--- src/rtl/input_port_ctrl.sv ---
// Input-port controller: pops the buffer head, XY-routes HEAD flits and forwards granted flits to the crossbar.
// Latency: HEAD seen in IDLE -> request next cycle; grant in cycle N -> pop in N, registered flit out in N+1.
// Backpressure: no pop and no output unless the request is granted; orphan BODY/TAIL flits are dropped with err_o.
module input_port_ctrl #(
    parameter int X_W    = 4,
    parameter int Y_W    = 4,
    parameter int FLIT_W = 16,
    parameter logic [X_W-1:0] X_CURRENT = '0,
    parameter logic [Y_W-1:0] Y_CURRENT = '0
) (
    input  logic              clk,
    input  logic              rst_n,
    input  logic              buf_empty_i,
    input  logic [FLIT_W-1:0] buf_data_i,
    output logic              buf_read_o,
    output logic              sa_req_o,
    output logic [2:0]        sa_port_o,
    input  logic              sa_grant_i,
    output logic [FLIT_W-1:0] xb_flit_o,
    output logic              xb_valid_o,
    output logic              err_o
);

    // Flit layout, MSB first: label[1:0], x_dest, y_dest, payload.
    localparam logic [1:0] LBL_HEAD     = 2'b00;
    localparam logic [1:0] LBL_BODY     = 2'b01;
    localparam logic [1:0] LBL_TAIL     = 2'b10;
    localparam logic [1:0] LBL_HEADTAIL = 2'b11;

    localparam logic [2:0] PORT_LOCAL = 3'd0;
    localparam logic [2:0] PORT_NORTH = 3'd1;
    localparam logic [2:0] PORT_SOUTH = 3'd2;
    localparam logic [2:0] PORT_EAST  = 3'd3;
    localparam logic [2:0] PORT_WEST  = 3'd4;

    typedef enum logic {IDLE, ACTIVE} state_t;

    state_t         state_q;
    logic [2:0]     route_q;
    logic [2:0]     route_c;
    logic [1:0]     label;
    logic [X_W-1:0] x_dest;
    logic [Y_W-1:0] y_dest;
    logic           is_head;
    logic           is_tail;
    logic           drop;
    logic           fwd;

    assign label   = buf_data_i[FLIT_W-1 -: 2];
    assign x_dest  = buf_data_i[FLIT_W-3 -: X_W];
    assign y_dest  = buf_data_i[FLIT_W-3-X_W -: Y_W];
    assign is_head = (label == LBL_HEAD) || (label == LBL_HEADTAIL);
    assign is_tail = (label == LBL_TAIL) || (label == LBL_HEADTAIL);

    // Dimension-order routing: resolve X before Y.
    always_comb begin
        route_c = PORT_LOCAL;
        if (x_dest > X_CURRENT)
            route_c = PORT_EAST;
        else if (x_dest < X_CURRENT)
            route_c = PORT_WEST;
        else if (y_dest > Y_CURRENT)
            route_c = PORT_NORTH;
        else if (y_dest < Y_CURRENT)
            route_c = PORT_SOUTH;
    end

    // rst_n gate keeps an orphan at the buffer head from popping while reset is held.
    assign drop       = rst_n && (state_q == IDLE) && !buf_empty_i && !is_head;
    assign sa_req_o   = (state_q == ACTIVE) && !buf_empty_i;
    assign sa_port_o  = sa_req_o ? route_q : PORT_LOCAL;
    assign fwd        = sa_req_o && sa_grant_i;
    assign buf_read_o = drop || fwd;

    always_ff @(posedge clk or negedge rst_n) begin
        if (!rst_n) begin
            state_q    <= IDLE;
            route_q    <= PORT_LOCAL;
            xb_flit_o  <= '0;
            xb_valid_o <= 1'b0;
            err_o      <= 1'b0;
        end else begin
            err_o      <= drop;
            xb_valid_o <= fwd;
            if (fwd)
                xb_flit_o <= buf_data_i;
            case (state_q)
                IDLE: begin
                    if (!buf_empty_i && is_head) begin
                        route_q <= route_c;
                        state_q <= ACTIVE;
                    end
                end
                ACTIVE: begin
                    if (fwd && is_tail)
                        state_q <= IDLE;
                end
                default: state_q <= IDLE;
            endcase
        end
    end

endmodule

--- config.mk ---
export PLATFORM = sky130hd
export DESIGN_NAME = input_port_ctrl
export DESIGN_NICKNAME = d
export VERILOG_FILES = /design/src/rtl/input_port_ctrl.sv
export SDC_FILE = /design/constraint.sdc
export NUM_CORES = 1
export LEC_CHECK = 0
export CORE_AREA = 2 2 48 50
export CTS_BUF_LIST = sky130_fd_sc_hd__clkbuf_8
export DETAILED_ROUTE_END_ITERATION = 8
export DIE_AREA = 0 0 50 52
export PLACE_DENSITY = 0.81
export REMOVE_ABC_BUFFERS = 1
export SLEW_MARGIN = 20
export SYNTH_ARGS = -nofsm -noshare
export SYNTH_HDL_FRONTEND = slang
export SYNTH_SLANG_ARGS = --single-unit
--- constraint.sdc ---
create_clock -name clk -period 3 [get_ports clk]
set_clock_uncertainty 0.1 [all_clocks]
set_input_delay 0.75 -clock clk [delete_from_list [all_inputs] [get_ports clk]]
set_output_delay 0.75 -clock clk [all_outputs]
set_load 0.05 [all_outputs]
* Word-level counts from Yosys, hierarchy flattened *
Index checks and enable logic that the tools add are counted.

storage, ports and cells
  latch bits = 0
  logic and storage cells = 34
  bits in registers = 22
  bits of input ports = 20
  memories = 0
  bits in read-only memories = 0
  output and inout port bits = 23
  bits in writable memories = 0

cells by class
  $add $sub $neg = 0
  mux-type cells = 8
  order comparisons = 4
  bitwise logic cells = 1
  divide/modulo/power cells = 0
  eq/ne operators = 2
  shift-type cells = 0
  reductions and logical operators = 14
  multipliers = 0

operator list
  operator            count
  $mux 3              3
  $gt 4x1->1 const B  2
  $lt 4x1->1 const B  2
  $logic_and 1x1->1   7
  $eq 2x2->1 const B  2
  $mux 2              2
  $logic_or 1x1->1    3
  $logic_not 1->1     2
  $logic_not 2->1     1
  $mux 1              2
  $pmux 1 s2          1
  $reduce_and 2->1    1
  $not 1->1           1

* Depth between registers and ports, before layout *
  word-level depth = 6
  mapped depth = 5
  mapped depth without buffers = 5

* Worst setup path before layout *
OpenSTA, ideal clock, no wires.

  path kind = input port to output port
  from = in buf_empty_i
  to = out sa_port_o[0]
  data required time = 2.150 ns
  path buffers = 0
  slack = 0.124 ns
  arrival = 2.026 ns
  cell stages on the path = 2
  cells stage by stage = nor2b_1 -> and2_1

on the way
  word-level cells in the longest chain between the ends = 3

RTL lines
  item               RTL line  source
  from (decl)        13        input logic buf_empty_i,
  $logic_not 1->1    70        assign sa_req_o = (state_q == ACTIVE) && !buf_empty_i;
  $logic_and 1x1->1  70
  $mux 3             71        assign sa_port_o = sa_req_o ? route_q : PORT_LOCAL;
  to (decl)          17        output logic [2:0] sa_port_o,

Every way passes these cells.

* Final worst setup path *
  from = in buf_data_i[15]
  to = out buf_read_o

on the way
  word-level cells in the longest chain between the ends = 5
  elaborated cells on any way between the ends = 6
  those cells by class = eq/ne (1); reduce/logical (5)

RTL lines
  item                                                  RTL line  source
  from (decl)                                           14        input logic [FLIT_W-1:0] buf_data_i,
  $eq 2x2->1 / $logic_not 2->1 (equally long branches)  52        assign is_head = (label == LBL_HEAD) || (label == LBL_HEADTAIL);
  $logic_or 1x1->1 *                                    52
  $logic_not 1->1 *                                     69        assign drop = rst_n && (state_q == IDLE) && !buf_empty_i && !is_head;
  $logic_and 1x1->1 *                                   69
  named net drop                                        46        logic drop;
  $logic_or 1x1->1 *                                    73        assign buf_read_o = drop || fwd;
  to (decl)                                             15        output logic buf_read_o,

The timed path passes the listed nets; every way through them passes the cells marked *.

==> flow_summary.toml <==
[outcome]
outcome = "finished, final reports clean"

[worst_setup_path]
end_kind = "primary output"
criticalPathCategory = "in2out"
slowest_stage = "clkdlybuf4s50_1"
crit_chain = "clkdlybuf4s50_1 > ha_4 > nor4b_4 > nand2b_4 > buf_12"
cp.required_ns = 2.15
max_stage_delay_ns = 0.52
critPathTopFamily = "buffers and inverters"
crit_fanout = 2
worstPathArrival_ns = 2.04
start_kind = "input port"
crit_buf_inv = 2

[grt]
grt_max_degree = 22
overflow = 0
track_usage = 0.172
antenna_found_initial = 0
grt_pass1_wl_um = 3230
grt_pass1_vias = 715

[synthesis]
synth-edff-count = 0
yosysSeqAreaShare = 0.599
syn_area_um2 = 877
yosysTopAreaCellShare = 0.599
synth_area_leaders = "dfrtp_1, mux2_2, ha_1"
yosysWarnings = 0
synth_ff_type = "dfrtp_1"
yosysTopAreaCell = "dfrtp_1"
avgSynthCellArea_um2 = 14.1
ys_ff_latch = 21
ys_types = 19
synthArstFlopShare = 1.00
syn_inst = 62

[timing]
finalCriticalPeriod_ns = 2.89
max_freq_mhz = 346
setup-violations-final = 0
rsz0062_at_grt = "no"
slew_viol_final = 0
worst_slew_pin_slew_ns = 0.520
maxSlewHeadroom = 0.652
finalCritPeriodShare = 0.963
fin_tns_setup_ns = 0
hold_viol = 0

[clock_tree]
clkTransAtPathRegs_ns = 0.07
clk_path_buf_depth = 2
htreeDepth = 1
cts_root_buffer = "clkbuf_8"
cts_tree = "done"
clk-insertion-delay-late_ns = 0.25
cts.sinks = 21
cts_buffers = 3

[detailed_routing]
first_pass_iters = 4
avgRoutedWirePerCell_um = 13.9
num_vias = 642
drc = 0
final_antenna_net_count = 0
drt_iter0_markers = 3
viasPerCell = 4.69
drt-total-wl_um = 1900

[power]
intPower_uw = 884
p_sw_uw = 759
clock_power_share = 0.108
peakVddDrop_v = 0.000956
p_leak_uw = 0.000632
sw_frac_of_total = 0.462
p_comb_frac = 0.602
p_per_area_nw_per_um2 = 1130
sequentialPowerShare = 0.290

[die]
die_h_um = 52
initial_core_util = 0.417
coreArea_um2 = 2110
pin_count = 43
rows = 17
die_x_um = 50
dieArea_um2 = 2600

[place]
place.gp.congestion = 0.752
dpl-instance-area_um2 = 1360
port_buffers = 41

[worst_hold_path]
hold_class = "reg2reg"

[layout]
final_layout_size_suffix_gt1_frac = 0.303
nets = 132
n_antenna_cell = 0
syn_to_final_growth_pct = 65.8
postLayoutCellArea_um2 = 1450

[job]
cap_violations = 0
## cells in the final DEF (no fill, tap or decap)
cell type	count
ha_4	1
clkdlybuf4s50_1	36
inv_1	1
nand3b_4	1
buf_12	4
mux2_2	15
a31oi_1	1
nand2b_4	1
ha_1	1
dlymetal6s2s_1	1
nor2_1	3
conb_1	1
nor4b_4	1
o21ai_0	2
and2_1	2
clkbuf_8	3
a21oi_1	1
buf_4	5
nand2_1	1
dfrtp_1	21
nand2b_1	1
nor4_1	2
nor3b_1	1
clkinv_2	1
nor2b_1	1
inv_2	1
## sequential cells by signal, indices dropped and copies added, names as in the netlist
name and flops:
route_q 2, state_q 1, err_o 1, xb_valid_o 1, xb_flit_o 16
## Yosys cell counts (all sizes together), types with 2 or more instances
cell type / n
nor2: 3
inv: 2
ha: 2
mux2: 15
and2: 2
nand2b: 2
dfrtp: 21
nor4: 2
buf: 3
o21ai: 2
## metrics by stage
| stage | total power [uW] | hold slack, ns | worst slack (ns) | std cells | utilization |
|---|---|---|---|---|---|
| floorplan | 1080 | 0.354 | 0.124 | 59 | - |
| global placement | 1440 | 0.382 | -0.0401 | 132 | 0.647 |
| detailed placement | 1460 | 0.386 | -0.167 | 132 | 0.647 |
| CTS | 1660 | 0.403 | 0.00691 | 137 | 0.689 |
| global route | 1720 | 0.428 | 0.0783 | 137 | 0.690 |
| finish | 1640 | 0.398 | 0.111 | 137 | 0.690 |
## layout make-up
| cell class | count | area [um^2] |
|---|---|---|
| clock buffers | 3 | 41.3 |
| clock inverters | 1 | 5.00 |
| fillers | 152 | 652 |
| inverters | 2 | 7.51 |
| multi-input cells | 36 | 349 |
| flip-flops and latches | 21 | 526 |
| well taps | 28 | 35.0 |
| repair buffers | 46 | 490 |
## per-layer routing
layer | vias to the layer above | track usage | wire length [um]
li1 | 307 | - | -
met1 | 307 | 0.180 | 701
met2 | 26 | 0.329 | 1100
met3 | 2 | 0.0287 | 76
met4 | 0 | 0.0833 | 27
met5 | - | 0 | 0
## cells by family (layout without fill, tap and decap cells)
logic type                 after synthesis  after routing  synth area share
muxes                                   15             15             0.193
adders and majority gates                2              2            0.0285
and+or+nand+nor                         14             14             0.108
AOI/OAI and AO/OA                        4              4            0.0243
other                                    1              1           0.00428
buffers and inverters                    5             52            0.0428
DFF                                     21             21             0.599
## timing repair
action                     4_1_cts  5_1_grt
cloned                           0        0
gates resized for setup          5        1
pin swaps                        1        1
setup endpoints to repair        1        1
buffers inserted                 1        0
hold buffers                     0        0
## tightest hold or removal path, cell delays in order (launching register included)
cell and delay, ns:
dfrtp_1 0.35, nand2_1 0.05, o21ai_0 0.07
## path summary, 6_finish.rpt
path / startpoint / endpoint / slack, ns / cells after the start
max: buf_data_i[15] / buf_read_o / 0.11 / 5
max in group asynchronous: rst_n / xb_flit_o[12]$_DFFE_PN0P_ / 1.82 / 2
max reg2reg: state_q$_DFF_PN0_ / xb_flit_o[10]$_DFFE_PN0P_ / 1.58 / 3
min in group asynchronous: rst_n / err_o$_DFF_PN0_ / 0.77 / 2
min reg2reg: xb_flit_o[14]$_DFFE_PN0P_ / xb_flit_o[14]$_DFFE_PN0P_ / 0.40 / 2
min: xb_flit_o[14]$_DFFE_PN0P_ / xb_flit_o[14]$_DFFE_PN0P_ / 0.40 / 2
## power by group through the flow
stage          Clock (uW)  Sequential (uW)  Combinational (uW)
4_1_cts               182              477                 996
3_5_place_dp            0              479                 984
2_1_floorplan           0              876                 201
6_report              177              476                 990
3_3_place_gp            0              471                 972
5_1_grt               196              496                1030
Power figures use the tool's default switching activity.
